### src/rtl/c64_clk_rst_ctrl.sv
// Clock/reset bring-up for the C64 core: PLL lock qualification, reset hold,
// phi0/phi2 bus-cycle enables and a pause handshake for OSD/loader masters.
//
// state     | meaning
// WAIT_LOCK | core in reset, divider stopped, waiting for synchronised lock
// STABLE    | counting consecutive locked cycles, lock glitch restarts
// HOLD      | divider running, reset held for RESET_HOLD bus cycles
// RUN       | core out of reset, bus cycles may be paused at a cycle boundary
module c64_clk_rst_ctrl #(
    parameter int SYNC_STAGES = 2,
    parameter int LOCK_STABLE = 1024,
    parameter int RESET_HOLD  = 256,
    parameter int DIV         = 32,
    parameter int CNT_W       = 16,
    localparam int CW         = $clog2(DIV)
) (
    input  logic          clk32,
    input  logic          reset,
    input  logic          pll_locked,
    input  logic          pause_req,
    input  logic          clr_sticky,
    output logic          sys_reset,
    output logic          phi2_ce,
    output logic          phi0,
    output logic [CW-1:0] cycle_idx,
    output logic          pause_ack,
    output logic          lock_lost,
    output logic [1:0]    state_o
);

    typedef enum logic [1:0] {
        WAIT_LOCK = 2'd0,
        STABLE    = 2'd1,
        HOLD      = 2'd2,
        RUN       = 2'd3
    } state_t;

    state_t               state, state_n;
    logic [SYNC_STAGES-1:0] sync_q;
    logic                 lk;
    logic [CNT_W-1:0]     cnt, cnt_n, cnt_inc;
    logic [CW-1:0]        idx_n, idx_wrap;
    logic                 paused_n;
    logic                 set_lost;
    logic                 active_n;

    assign lk       = sync_q[SYNC_STAGES-1];
    assign cnt_inc  = cnt + 1'b1;
    assign idx_wrap = (cycle_idx == CW'(DIV - 1)) ? '0 : cycle_idx + 1'b1;
    assign state_o  = state;

    always_comb begin
        state_n  = state;
        cnt_n    = cnt;
        idx_n    = cycle_idx;
        paused_n = pause_ack;
        set_lost = 1'b0;
        case (state)
            WAIT_LOCK: begin
                idx_n = '0;
                if (lk) begin
                    state_n = STABLE;
                    cnt_n   = '0;
                end
            end
            STABLE: begin
                if (!lk) begin
                    state_n = WAIT_LOCK;
                    cnt_n   = '0;
                end else if (cnt == CNT_W'(LOCK_STABLE - 1)) begin
                    state_n = HOLD;
                    cnt_n   = '0;
                    idx_n   = '0;
                end else begin
                    cnt_n = cnt_inc;
                end
            end
            HOLD: begin
                if (!lk) begin
                    state_n = WAIT_LOCK;
                    cnt_n   = '0;
                    idx_n   = '0;
                end else begin
                    idx_n = idx_wrap;
                    if (phi2_ce) begin
                        cnt_n = cnt_inc;
                        if (cnt_inc == CNT_W'(RESET_HOLD))
                            state_n = RUN;
                    end
                end
            end
            RUN: begin
                if (!lk) begin
                    state_n  = WAIT_LOCK;
                    cnt_n    = '0;
                    idx_n    = '0;
                    paused_n = 1'b0;
                    set_lost = 1'b1;
                end else if (pause_ack) begin
                    // frozen at idx 0; release restarts a full bus cycle
                    idx_n = '0;
                    if (!pause_req)
                        paused_n = 1'b0;
                end else begin
                    idx_n = idx_wrap;
                    if (phi2_ce && pause_req)
                        paused_n = 1'b1;
                end
            end
            default: state_n = WAIT_LOCK;
        endcase
    end

    assign active_n = (state_n == HOLD) || (state_n == RUN);

    // outputs are registered from next-state values so they line up with cycle_idx
    always_ff @(posedge clk32) begin
        if (reset) begin
            state     <= WAIT_LOCK;
            sync_q    <= '0;
            cnt       <= '0;
            cycle_idx <= '0;
            pause_ack <= 1'b0;
            sys_reset <= 1'b1;
            phi2_ce   <= 1'b0;
            phi0      <= 1'b0;
        end else begin
            state     <= state_n;
            sync_q    <= {sync_q[SYNC_STAGES-2:0], pll_locked};
            cnt       <= cnt_n;
            cycle_idx <= idx_n;
            pause_ack <= paused_n;
            sys_reset <= (state_n != RUN);
            phi2_ce   <= active_n && !paused_n && (idx_n == CW'(DIV - 1));
            phi0      <= active_n && !paused_n && (idx_n >= CW'(DIV / 2));
        end
    end

    // sticky flag survives master reset; a clear beats a same-cycle set
    always_ff @(posedge clk32) begin
        if (clr_sticky)
            lock_lost <= 1'b0;
        else if (set_lost && !reset)
            lock_lost <= 1'b1;
    end

endmodule

### config.mk
export PLATFORM = sky130hd
export DESIGN_NAME = c64_clk_rst_ctrl
export DESIGN_NICKNAME = d
export VERILOG_FILES = /design/src/rtl/c64_clk_rst_ctrl.sv
export SDC_FILE = /design/constraint.sdc
export NUM_CORES = 1
export LEC_CHECK = 0
export CORE_MARGIN = 2
export CORE_UTILIZATION = 55
export CTS_CLUSTER_SIZE = 12
export DETAILED_ROUTE_END_ITERATION = 8
export DONT_BUFFER_PORTS = 1
export PLACE_DENSITY = 0.67
export SYNTH_ARGS = -nofsm -noshare
export SYNTH_HDL_FRONTEND = slang
export SYNTH_SLANG_ARGS = --single-unit
### constraint.sdc
create_clock -name clk32 -period 5.9 [get_ports clk32]
set_input_delay 0.295 -clock clk32 [delete_from_list [all_inputs] [get_ports clk32]]
set_output_delay 0.295 -clock clk32 [all_outputs]
set_load 0.005 [all_outputs]
# --- After elaboration in Yosys (flattened, before gate mapping) ---
# Index checks and enable logic that the tools add are counted.
word_totals:
  register_bits: 30
  inputBits: 5
classes:
  add_sub_neg: 2
  order_cmp: 1
  eq_ne: 13
  muxes: 29
  reduce_logical: 10
ops:
  columns: ["op", "n"]
  rows:
  - ["two-way mux 16 bit", 6]
  - ["one-hot mux 16 bit (4 select lines)", 1]
  - ["two-way mux 5 bit", 6]
  - ["one-hot mux 5 bit (4 select lines)", 1]
  - ["adder 16 x 1 -> 16 bit, second input constant", 1]
  - ["== test 16 x 10 -> 1 bit, second input constant", 1]
  - ["== test 16 x 9 -> 1 bit, second input constant", 1]
  - ["two-way mux 2 bit", 7]
  - ["== test 5 bit, second input constant", 2]
  - ["== test 2 bit, second input constant", 4]
  - ["one-hot mux 2 bit (4 select lines)", 1]
  - ["two-way mux 1 bit", 7]
  - ["inequality test 2 bit, second input constant", 3]
  - ["adder 5 x 1 -> 5 bit, second input constant", 1]
  - ["greater-or-equal comparator 5 bit, second input constant", 1]
  - ["logical AND 1 bit", 5]
  - ["inequality test 3 bit, second input constant", 1]
  - ["AND reduction 3 bit", 1]
  - ["== test 2 x 1 -> 1 bit, second input constant", 1]
  - ["zero test 1 bit", 2]
  - ["zero test 2 bit", 1]
  - ["logical OR 1 bit", 1]

# --- Depth between registers and ports, before layout ---
# Gate-level depths: netlist of run 1.
logic_depth:
  word_depth: 10
  mapped_depth: 9
  ltp_nobuf: 9

# --- Least setup slack after synthesis of run 1 ---
# Ideal clock, no wire load.
synth_path:
  path_kind: "flip-flop to flip-flop"
  start: "register cnt[0]"
  end: "register sys_reset"
  setup_ps: 123
  t_arrival_ps: 1917
  path_slack_ps: 3860
  stages_incl_launch_ff: 8
  path_buffers: 0
  period_less_slack_ps: 2040
  cell_sequence: "dfxtp_1 ha_1 and3_4 and3_4 or3_4 a211o_1 a2111oi_2 o21bai_1"
synth_between:
  elab_chain_cells: 7
synth_lines:
  columns: ["item", "line", "text"]
  rows:
  - ["from (decl)", "41", "logic [CNT_W-1:0] cnt, cnt_n, cnt_inc;"]
  - ["from (signal assigned)", "130", "cnt <= cnt_n;"]
  - ["adder 16 x 1 -> 16 bit", "48", "assign cnt_inc = cnt + 1'b1;"]
  - ["== test 16 x 9 -> 1 bit", "87", "if (cnt_inc == CNT_W'(RESET_HOLD))"]
  - ["two-way mux 2 bit", "87", null]
  - ["two-way mux 2 bit", "85", "if (phi2_ce) begin"]
  - ["two-way mux 2 bit", "79", "if (!lk) begin"]
  - ["one-hot mux 2 bit (4 select lines) (*)", "58", "case (state)"]
  - ["inequality test 2 bit (*)", "133", "sys_reset <= (state_n != RUN);"]
  - ["to (signal assigned)", "133", null]
  - ["to (decl)", "22", "output logic sys_reset,"]
# Mark *: on every way between the ends. The rest lies on a longest branch, timed or not.
# A chain may end at the register's enable or synchronous reset.

# --- Worst setup path in the final report of run 1 ---
layout_path:
  start: "register cnt[0]"
  end: "register cnt[9]"
layout_between:
  elab_chain_cells: 4
layout_lines:
  columns: ["item", "line"]
  rows:
  - ["adder 16 x 1 -> 16 bit or == test 16 x 10 -> 1 bit (tied branches)", "48, 70"]
  - ["two-way mux 16 bit (on tied branches)", "85, 70"]
  - ["two-way mux 16 bit (on tied branches)", "79, 67"]
  - ["one-hot mux 16 bit (4 select lines) (*)", "58"]
# Mark *: on every way between the ends. The rest lies on a longest branch, timed or not. The select of a mux whose other input is x is not followed.

==> results of run 1 <==
report_power, final:
group | total, mW | internal (mW) | switching, mW
sequential | 0.205 | 0.203 | 0.00164
combinational | 0.0131 | 0.00412 | 0.00899
clock | 0.128 | 0.0577 | 0.0700
total | 0.346 | 0.265 | 0.0807
sequential cells by signal (all words and copies together) (netlist names):
register and count:
lock_lost 1, pause_ack 1, cnt 16, phi2_ce 1, sync_q 2, state_o 2, phi0 1, sys_reset 1
cycle_idx 5
layout by cell type, fill, tap and decap left out, types with 2 or more instances in the layout:
cell / instances
sky130_fd_sc_hd__nor3_1: 6
sky130_fd_sc_hd__nand2b_1: 2
sky130_fd_sc_hd__a31oi_1: 4
sky130_fd_sc_hd__nor2b_1: 8
sky130_fd_sc_hd__and4_1: 4
sky130_fd_sc_hd__o21a_1: 3
sky130_fd_sc_hd__nand3b_1: 2
sky130_fd_sc_hd__o21ai_0: 4
sky130_fd_sc_hd__nand4_1: 2
sky130_fd_sc_hd__mux2i_1: 4
sky130_fd_sc_hd__or3_1: 2
sky130_fd_sc_hd__nand2_1: 12
sky130_fd_sc_hd__ha_1: 8
sky130_fd_sc_hd__nor2_1: 17
sky130_fd_sc_hd__a21oi_1: 18
sky130_fd_sc_hd__nand3_1: 11
sky130_fd_sc_hd__and3_2: 3
sky130_fd_sc_hd__xnor2_1: 5
sky130_fd_sc_hd__clkbuf_4: 5
sky130_fd_sc_hd__o31ai_1: 8
sky130_fd_sc_hd__inv_1: 10
sky130_fd_sc_hd__o21ai_1: 13
sky130_fd_sc_hd__a22oi_1: 3
sky130_fd_sc_hd__and3_4: 2
sky130_fd_sc_hd__dfxtp_1: 30
sky130_fd_sc_hd__and3_1: 5
sky130_fd_sc_hd__and2_1: 4
final timing paths:
check	cells after the start	from	endpoint	slack, ps
worst max-delay path	7	cnt[0]	cnt[9]	3390
worst min register to register	1	sync_q[0]	sync_q[1]	450
worst max register to register	7	cnt[0]	cnt[9]	3390
worst min-delay path	1	clr_sticky	lock_lost	20
critical path: stages, from the launching register on:
cell and delay, ps:
sky130_fd_sc_hd__dfxtp_1 400, sky130_fd_sc_hd__ha_1 280, sky130_fd_sc_hd__and4_1 250, sky130_fd_sc_hd__nand4_1 280, sky130_fd_sc_hd__a31oi_2 820, sky130_fd_sc_hd__nor2_1 120, sky130_fd_sc_hd__o21ai_1 150, sky130_fd_sc_hd__o31ai_1 80
cell families (layout without fill, tap and decap cells):
family,Yosys count,in the layout,synth area share
and+or+nand+nor,87,87,0.268
adders and majority gates,8,8,0.0538
muxes,5,5,0.0276
AOI/OAI and AO/OA,68,68,0.251
DFF,30,30,0.323
xor gates and xnor gates,6,6,0.0283
buffers and inverters,20,19,0.0478
metal layers:
| layer | part of all wire | routed length (um) |
|---|---|---|
| met1 | 0.47 | 1870 |
| met3 | 0.046 | 182 |
| met2 | 0.46 | 1850 |
| met4 | 0.019 | 74 |
| met5 | 0 | 0 |
cell type report:
| class | instances | area [sq um] | share of cell area |
|---|---|---|---|
| clock inverters | 1 | 5.00 | 0.00259 |
| multi-input cells | 174 | 1170 | 0.604 |
| clock buffers | 7 | 55.1 | 0.0284 |
| well taps | 46 | 57.6 | 0.0297 |
| inverters | 10 | 37.5 | 0.0194 |
| flip-flops and latches | 30 | 601 | 0.310 |
| repair buffers | 1 | 10.0 | 0.00517 |
cells in the mapped netlist, types with 2 or more instances:
master,number,area share
sky130_fd_sc_hd__dfxtp_1,30,0.32
sky130_fd_sc_hd__buf_2,5,0.013
sky130_fd_sc_hd__nand4_1,2,0.0067
sky130_fd_sc_hd__nand2b_1,2,0.0067
sky130_fd_sc_hd__o21a_1,3,0.012
sky130_fd_sc_hd__xnor2_1,5,0.024
sky130_fd_sc_hd__a22oi_1,3,0.012
sky130_fd_sc_hd__o31ai_1,8,0.032
sky130_fd_sc_hd__and3_1,5,0.017
sky130_fd_sc_hd__or3_1,2,0.0067
sky130_fd_sc_hd__buf_4,2,0.0081
sky130_fd_sc_hd__a21oi_1,18,0.048
sky130_fd_sc_hd__nand3b_1,2,0.0081
sky130_fd_sc_hd__and2_1,4,0.013
sky130_fd_sc_hd__nand2_1,12,0.024
sky130_fd_sc_hd__o21ai_0,4,0.011
sky130_fd_sc_hd__nor3_1,6,0.016
sky130_fd_sc_hd__inv_1,10,0.020
sky130_fd_sc_hd__and3_2,3,0.012
sky130_fd_sc_hd__nand3_1,11,0.030
sky130_fd_sc_hd__and4_1,4,0.019
sky130_fd_sc_hd__and3_4,2,0.012
sky130_fd_sc_hd__nor2b_1,8,0.027
sky130_fd_sc_hd__mux2i_1,4,0.022
sky130_fd_sc_hd__o21ai_1,13,0.035
sky130_fd_sc_hd__ha_1,8,0.054
sky130_fd_sc_hd__clkbuf_1,3,0.0061
sky130_fd_sc_hd__a31oi_1,4,0.013
sky130_fd_sc_hd__nor2_1,17,0.034
timing repair:
item	4_1_cts	5_1_grt
endpoints found under the setup margin	0	0
hold buffers	0	1
hold endpoints to repair	0	1
==> reports/qor.tcl, run 1 <==
set qor(globalRouteTotalUtil) 0.221
set qor(yosys_warnings) 0
set qor(worstSetupPathType) {flop to flop}
set qor(outcome) {finished, final reports clean}
set qor(clock_skew_ps) 10.6
set qor(grt_use_met3) 0.0725
set qor(filler_cell_count) 322
set qor(grt_overflow) 0
set qor(dp.cells) 260
set qor(cts_htree_levels) 2
set qor(grt_antenna_before_repair) 0
set qor(finalPower_mw) 0.346
set qor(worst_hold_path_type) {primary input to flop}
set qor(master_cell_of_the_clock_root_buffer) {sky130_fd_sc_hd__clkbuf_4}
set qor(routabilityCongestion) 0.855
set qor(floorplan.io_pins) 17
set qor(crit_path_start_kind) {flop}
set qor(max-slew-margin-rel) 0.429
set qor(yosys_register_bits) 30
set qor(detail_route.wirelength_um) 3980
set qor(synth_sequential_area_ratio) 0.323
set qor(layout-drive-gt1-share) 0.0942
set qor(first_pass_grt_wire_length_um) 6910
set qor(dp_hpwl_um) 2900
set qor(core_area_sq_um) 3280
set qor(layout.core_utilization) 0.589
set qor(grt_use_met2) 0.345
set qor(yosys.cell_types.count) 53
set qor(layout_setup_ws_ps) 3390
set qor(count_of_unresolved_drc_violations_after_routing) 0
set qor(clock_path_buffers) 2
set qor(ys.flop_type) {sky130_fd_sc_hd__dfxtp_1}
set qor(worst_setup_hold_path_clk_slew_ps) 100
set qor(setup_viol) 0
set qor(clock.fmax_mhz) 398
set qor(port-buffer-count) 0
set qor(crit_required_ps) 6100
set qor(vdd_ir_drop_max_uv) 111
set qor(drt.antenna.violating_nets) 0
set qor(wl_per_cell_um) 14.8
set qor(via_count) 1613
set qor(via_per_inst) 6.00
set qor(detailedRoute.firstPassIterationCount) 4
set qor(busiest_layer_in_global_routing) {met2}
set qor(finalSetupTns_ps) 0
set qor(numClockSinks) 30
set qor(synthArstFlopShare) 0
set qor(diodes) 0
set qor(global_route.usage.met1) 0.285
set qor(power.static_leakage_nw) 0.674
set qor(cts.repair.resized) 0
set qor(synth.avg_cell_area_sq_um) 8.30
set qor(worst-slew-pin-transition_ps) 854
set qor(cp_data_arrival_time_ps) 2710
set qor(pre_cts_slack_ps) 3440
set qor(cts_tree) {built}
set qor(rows) 21
set qor(dpl-instance-area_sq_um) 1870
set qor(post-route-period-util) 0.426
set qor(full_die_area_sq_um) 3860
set qor(power-per-cell-area_nw_per_um2) 179
set qor(end_kind) {flop}
set qor(clock_latency_ps) 330
set qor(finish.cell_count_without_fillers) 269
set qor(synthCells) 224
set qor(synth_nets) 237
set qor(synth_edf_count) 0
set qor(fin_hold_viols) 0
set qor(final_design_area_no_fill_sq_um) 1940
set qor(die_width_um) 62.1
set qor(layout_min_cycle_time_ps) 2510
set qor(grt_max_degree) 20
set qor(die_h_um) 62.1
set qor(crit_path_max_fanout) 19
set qor(first_global_vias) 1487
set qor(initial_utilization) 0.566
set qor(cts-buffers-inserted) 5
set qor(fin_nets) 235
set qor(drtIter0Drc) 117
set qor(synthesis.area_sq_um) 1860
set qor(grt_setup_unrepaired) {false}
set qor(layout-area-overhead-vs-synth_pct) 4.11
set qor(whs_ps) 22.7
set qor(final_max_slew_viol_count) 0
set qor(drv_cap) 0
set qor(post_cts_setup_buffer_count) 0
(Power assumes the default switching activity.)
==> run 2: changes to the inputs <==
clock period = 2.4 ns   (was 5.9 ns; I/O delays follow)
==> reports/qor.tcl, run 2 (synthesized netlist as in run 1, its figures left out) <==
set qor(grt_setup_unrepaired) {false}
set qor(cp_cell_sequence) {ha_1 -> and3_4 -> and3_4 -> or3_4 -> a211o_1 -> a2111oi_2 -> o21bai_1}
set qor(full_die_area_sq_um) 3860
set qor(worstSetupPathType) {flop to flop}
set qor(crit_required_ps) 2620
set qor(initial_utilization) 0.566
set qor(outcome) {finished, final reports clean}
set qor(vdd_ir_drop_max_uv) 308
set qor(worst_setup_hold_path_clk_slew_ps) 90
set qor(cts_htree_levels) 2
set qor(drv_cap) 0
set qor(grt_use_met3) 0.0725
set qor(first_pass_grt_wire_length_um) 6800
set qor(detail_route.wirelength_um) 3970
set qor(rows) 21
set qor(power.static_leakage_nw) 0.692
set qor(numClockSinks) 30
set qor(cts_tree) {built}
set qor(dp_hpwl_um) 2890
set qor(layout_commonest_cell) {sky130_fd_sc_hd__dfxtp_1}
set qor(final_design_area_no_fill_sq_um) 1970
set qor(drt.antenna.violating_nets) 0
set qor(grt_antenna_before_repair) 0
set qor(setup_viol) 0
set qor(worst-slew-pin-transition_ps) 417
set qor(detailedRoute.firstPassIterationCount) 4
set qor(power-per-cell-area_nw_per_um2) 434
set qor(die_width_um) 62.1
set qor(finalPower_mw) 0.856
set qor(floorplan.io_pins) 17
set qor(clock_skew_ps) 2.68
set qor(grt_max_degree) 20
set qor(dpl-instance-area_sq_um) 1870
set qor(hold-path-endpoint) {cnt[5]}
set qor(critical-path-top-cell-by-count) {sky130_fd_sc_hd__and3_4}
set qor(finalSetupTns_ps) 0
set qor(routabilityCongestion) 0.888
set qor(layout.core_utilization) 0.600
set qor(clock_path_buffers) 2
set qor(fin_hold_viols) 0
set qor(worst_hold_startpoint) {reset}
set qor(via_count) 1625
set qor(global_route.usage.met1) 0.273
set qor(layout-drive-gt1-share) 0.101
set qor(critical_path.slowest_cell) {sky130_fd_sc_hd__or3_4}
set qor(via_per_inst) 5.95
set qor(worst_setup_slack_for_register_to_register_paths_ps) 180
set qor(cp_data_arrival_time_ps) 2430
set qor(crit_path_max_fanout) 5
set qor(largest-register) {cnt}
set qor(busiest_layer_in_global_routing) {met2}
set qor(diodes) 0
set qor(critical_path.reg2reg.startpoint) {cnt[0]}
set qor(clock.fmax_mhz) 451
set qor(cp_slowest_stage_delay_ps) 390
set qor(largest_register_ffs) 16
set qor(drtIter0Drc) 104
set qor(layout_common_cells) {30 x sky130_fd_sc_hd__dfxtp_1, 18 x sky130_fd_sc_hd__a21oi_1, 17 x sky130_fd_sc_hd__nor2_1}
set qor(globalRouteTotalUtil) 0.218
set qor(post-route-period-util) 0.924
set qor(grt_use_met2) 0.346
set qor(count_of_unresolved_drc_violations_after_routing) 0
set qor(crit_path_start_kind) {flop}
set qor(biggestRegsByFlops) {cnt (16), cycle_idx (5)}
set qor(cts-buffers-inserted) 5
set qor(cts.repair.resized) 0
set qor(clock_latency_ps) 330
set qor(holdPathStages) 3
set qor(fin_nets) 239
set qor(core_area_sq_um) 3280
set qor(master_cell_of_the_clock_root_buffer) {sky130_fd_sc_hd__clkbuf_4}
set qor(worst_hold_path_type) {primary input to flop}
set qor(worstReg2RegEnd) {sys_reset}
set qor(end_kind) {flop}
set qor(first_global_vias) 1500
set qor(die_h_um) 62.1
set qor(layout_min_cycle_time_ps) 2220
set qor(layout-area-overhead-vs-synth_pct) 5.99
set qor(grt_overflow) 0
set qor(wl_per_cell_um) 14.5
set qor(port-buffer-count) 0
set qor(max-slew-margin-rel) 0.714
set qor(reg2reg_depth) 7
set qor(final_max_slew_viol_count) 0
run 2: per-layer routing:
layer | routed length [um] | vias up | part of all wire
li1 | - | 825 | -
met1 | 1810 | 744 | 0.46
met2 | 1880 | 50 | 0.47
met3 | 222 | 6 | 0.056
met4 | 52 | 0 | 0.013
met5 | 0 | - | 0
run 2: power by group:
| group | switching [mW] | internal (mW) |
|---|---|---|
| registers | 0.00423 | 0.500 |
| logic | 0.0233 | 0.0123 |
| clock network | 0.175 | 0.142 |
run 2: how the worst max path moves through the flow:
stage / endpoint / from
6_report: sys_reset / cnt[0]
5_1_grt: cnt[6] / state_o[0]
4_1_cts: sys_reset / cnt[0]
3_5_place_dp: sys_reset / cnt[0]
3_3_place_gp: sys_reset / cnt[0]
2_1_floorplan: sys_reset / cnt[0]
run 2: cell type report:
class                           count  area (sq um)
Inverter                           10          37.5
Fill cell                         281          1310
Clock buffer                        7          55.1
Tap cell                           46          57.6
Multi-Input combinational cell    174          1170
Timing Repair Buffer                5          45.0
Clock inverter                      1          5.00
Sequential cell                    30           601
run 2: repair_timing:
action                                 CTS  global route
setup endpoints to repair                0             1
endpoints found under the hold margin    9             0
setup buffers                            0             1
hold buffers                             3             0
run 2: worst max-delay path: cells and delay by family, from the launching register on:
kind	cells	cell delay (ps)
compound gates	3	670
simple gates	3	780
fa+ha+maj	1	280
flops	1	370
run 2: per-stage QoR:
step / worst slack, ps / hold WS, ps / std cells
after global routing: 2.39 / 38.8 / 273
after floorplan: 360 / 192 / 224
after global placement: 196 / 191 / 261
final: 182 / 49.4 / 273
after detailed placement: 136 / 195 / 261
after CTS: 115 / 40.3 / 272
==> run 3: changes to the inputs <==
ABC_AREA = 1   (was default)
CORE_UTILIZATION = 29   (was 55)
PLACE_DENSITY = 0.4   (was 0.67)
==> reports/qor.tcl, run 3 <==
set qor(max-slew-margin-rel) 0.355
set qor(synth_largest_type_area_fraction) 0.330
set qor(clock_skew_ps) 10.7
set qor(largest-register) {cnt}
set qor(dr_wl_met2_um) 2400
set qor(synth_edf_count) 0
set qor(met3RoutedLength_um) 227
set qor(worst_setup_slack_for_register_to_register_paths_ps) 310
set qor(grt_max_degree) 24
set qor(drv_cap) 0
set qor(via_per_inst) 4.75
set qor(filler_cell_count) 663
set qor(fin_hold_viols) 0
set qor(setup_viol) 0
set qor(synthCells) 275
set qor(cts_htree_levels) 2
set qor(pre_cts_slack_ps) 361
set qor(cts-buffers-inserted) 5
set qor(detailedRoute.firstPassIterationCount) 4
set qor(worstSetupPathType) {flop to flop}
set qor(vdd_ir_drop_max_uv) 227
set qor(hold-path-endpoint) {sys_reset}
set qor(power.static_leakage_nw) 0.769
set qor(yosys.cell_count.top_type) {sky130_fd_sc_hd__nand2_1}
set qor(detail_route.wirelength.met1_um) 2130
set qor(port-buffer-count) 0
set qor(synth_sequential_area_ratio) 0.330
set qor(floorplan.io_pins) 17
set qor(worst_setup_hold_path_clk_slew_ps) 70
set qor(first_pass_grt_wire_length_um) 8030
set qor(grt_overflow) 0
set qor(drt.antenna.violating_nets) 0
set qor(final_max_slew_viol_count) 0
set qor(layout_common_cells) {80 x sky130_fd_sc_hd__nand2_1, 34 x sky130_fd_sc_hd__inv_1, 30 x sky130_fd_sc_hd__dfxtp_1}
set qor(die_h_um) 83.2
set qor(grt_setup_unrepaired) {false}
set qor(synth.avg_cell_area_sq_um) 6.61
set qor(synthDominantAreaCellType) {sky130_fd_sc_hd__dfxtp_1}
set qor(worst-slew-pin-transition_ps) 965
set qor(grt_antenna_before_repair) 0
set qor(yosys.cell_types.count) 33
set qor(layout_setup_ws_ps) 305
set qor(holdPathStages) 2
set qor(synthArstFlopShare) 0
set qor(globalRouteTotalUtil) 0.146
set qor(finalPower_mw) 1.21
set qor(master_cell_of_the_clock_root_buffer) {sky130_fd_sc_hd__clkbuf_8}
set qor(worst_hold_path_type) {primary input to flop}
set qor(outcome) {finished, final reports clean}
set qor(ys_top_cells_by_count) {80 x sky130_fd_sc_hd__nand2_1, 34 x sky130_fd_sc_hd__inv_1, 30 x sky130_fd_sc_hd__dfxtp_1}
set qor(detail_route.wirelength_um) 4810
set qor(die_width_um) 83.2
set qor(post-route-period-util) 0.873
set qor(numClockSinks) 30
set qor(crit_path_start_kind) {flop}
set qor(full_die_area_sq_um) 6920
set qor(post_cts_setup_buffer_count) 0
set qor(critical_path.reg2reg.startpoint) {cnt[1]}
set qor(wl_per_cell_um) 13.5
set qor(clock_path_buffers) 2
set qor(fin_nets) 294
set qor(worst_hold_startpoint) {reset}
set qor(yosys_register_bits) 30
set qor(diodes) 0
set qor(ys.flop_type) {sky130_fd_sc_hd__dfxtp_1}
set qor(via_count) 1694
set qor(dpl-instance-area_sq_um) 1890
set qor(final_design_area_no_fill_sq_um) 2060
set qor(rows) 28
set qor(largest_register_ffs) 16
set qor(cp_data_arrival_time_ps) 2220
set qor(layout.core_utilization) 0.345
set qor(cts_tree) {built}
set qor(yosys_warnings) 0
set qor(layout_min_cycle_time_ps) 2090
set qor(layout-area-overhead-vs-synth_pct) 13.6
set qor(clock_latency_ps) 290
set qor(routed.top_layer) {met4}
set qor(reg2reg_depth) 12
set qor(power-per-cell-area_nw_per_um2) 584
set qor(crit_path_max_fanout) 13
set qor(worstReg2RegEnd) {cnt[5]}
set qor(count_of_unresolved_drc_violations_after_routing) 0
set qor(synth.area.top_cells) {sky130_fd_sc_hd__dfxtp_1 33%, sky130_fd_sc_hd__nand2_1 17%, sky130_fd_sc_hd__inv_1 7.0%, sky130_fd_sc_hd__a21oi_1 6.3%, sky130_fd_sc_hd__nand3_1 6.1%}
set qor(biggestRegsByFlops) {cnt (16), cycle_idx (5)}
set qor(drtIter0Drc) 73
set qor(first_global_vias) 1700
set qor(layout-drive-gt1-share) 0.103
set qor(layout_commonest_cell) {sky130_fd_sc_hd__nand2_1}
set qor(synth_nets) 288
set qor(crit_required_ps) 2520
set qor(end_kind) {flop}
set qor(routabilityCongestion) 0.788
set qor(initial_utilization) 0.303
set qor(synthesis.area_sq_um) 1820
set qor(core_area_sq_um) 5990
set qor(finalSetupTns_ps) 0
set qor(dp_hpwl_um) 3600
set qor(clock.fmax_mhz) 477
[run 3: changes by cell type after synthesis, moves of 8 or more]
cell / previous run / this run
sky130_fd_sc_hd__inv_1: 10 / 34
sky130_fd_sc_hd__nor2b_1: 8 / 0
sky130_fd_sc_hd__nand3_1: 11 / 22
sky130_fd_sc_hd__o21ai_1: 13 / 0
sky130_fd_sc_hd__o31ai_1: 8 / 0
sky130_fd_sc_hd__nand2_1: 12 / 80
[run 3: cell type report]
| class | instances | area [sq um] | share of cell area |
|---|---|---|---|
| clock buffer | 6 | 82.6 | 0.0400 |
| clock inverter | 2 | 60.1 | 0.0291 |
| inverter | 36 | 135 | 0.0655 |
| multi-input combinational | 204 | 1050 | 0.511 |
| sequential | 30 | 601 | 0.291 |
| tap | 75 | 93.8 | 0.0455 |
| timing repair buffer | 4 | 37.5 | 0.0182 |
[run 3: what timing repair did]
item	in CTS	in global routing
gates resized for setup	0	0
hold buffers	3	0
endpoints found under the hold margin	24	0
[run 3: power by group]
part | internal (mW) | switching, mW | leakage (nW)
Combinational | 0.0137 | 0.0337 | 0.456
Clock | 0.443 | 0.208 | 0.0714
Sequential | 0.501 | 0.00654 | 0.242
[run 3: cells by family after synthesis]
kind of cell	Yosys count	synth area share
adder cells (fa/ha/maj)	8	0.0551
buffers and inverters	41	0.0895
flip-flops	30	0.330
XOR/XNOR	4	0.0193
AO/OA/AOI/OAI	40	0.125
AND/OR/NAND/NOR	152	0.381
[run 3: metal layers]
metal | global-route usage | vias up
met5 | 0 | -
met4 | 0.0447 | 0
met3 | 0.0417 | 5
met2 | 0.258 | 29
met1 | 0.170 | 759
li1 | - | 901
[run 3: through the flow]
stage,instances,hold WS (ps)
6_report,357,23.8
3_5_place_dp,346,196
2_1_floorplan,275,189
5_1_grt,357,34.9
3_3_place_gp,346,193
4_1_cts,357,27.9
[run 3: how the worst max path moves through the flow]
stage | start | end | slack (ps)
detailed placement | cnt[1] | phi0 | 360
CTS | cnt[1] | cnt[12] | 290
global placement | cnt[1] | phi0 | 390
global route | cnt[1] | cnt[5] | 100
finish | cnt[1] | cnt[5] | 310
floorplan | cnt[1] | cnt[12] | 660
[run 3: critical path, stage by stage (launching register included)]
cell                      delay [ps]
sky130_fd_sc_hd__dfxtp_1         390
sky130_fd_sc_hd__ha_1            270
sky130_fd_sc_hd__nand2_2         100
sky130_fd_sc_hd__nor2_4          180
sky130_fd_sc_hd__nand2_1          90
sky130_fd_sc_hd__inv_1            60
sky130_fd_sc_hd__nand4_1         170
sky130_fd_sc_hd__nand2_1         160
sky130_fd_sc_hd__nand2_1          90
sky130_fd_sc_hd__nand4_2         110
sky130_fd_sc_hd__inv_2           140
sky130_fd_sc_hd__nand3_1         100
sky130_fd_sc_hd__a21oi_1          60
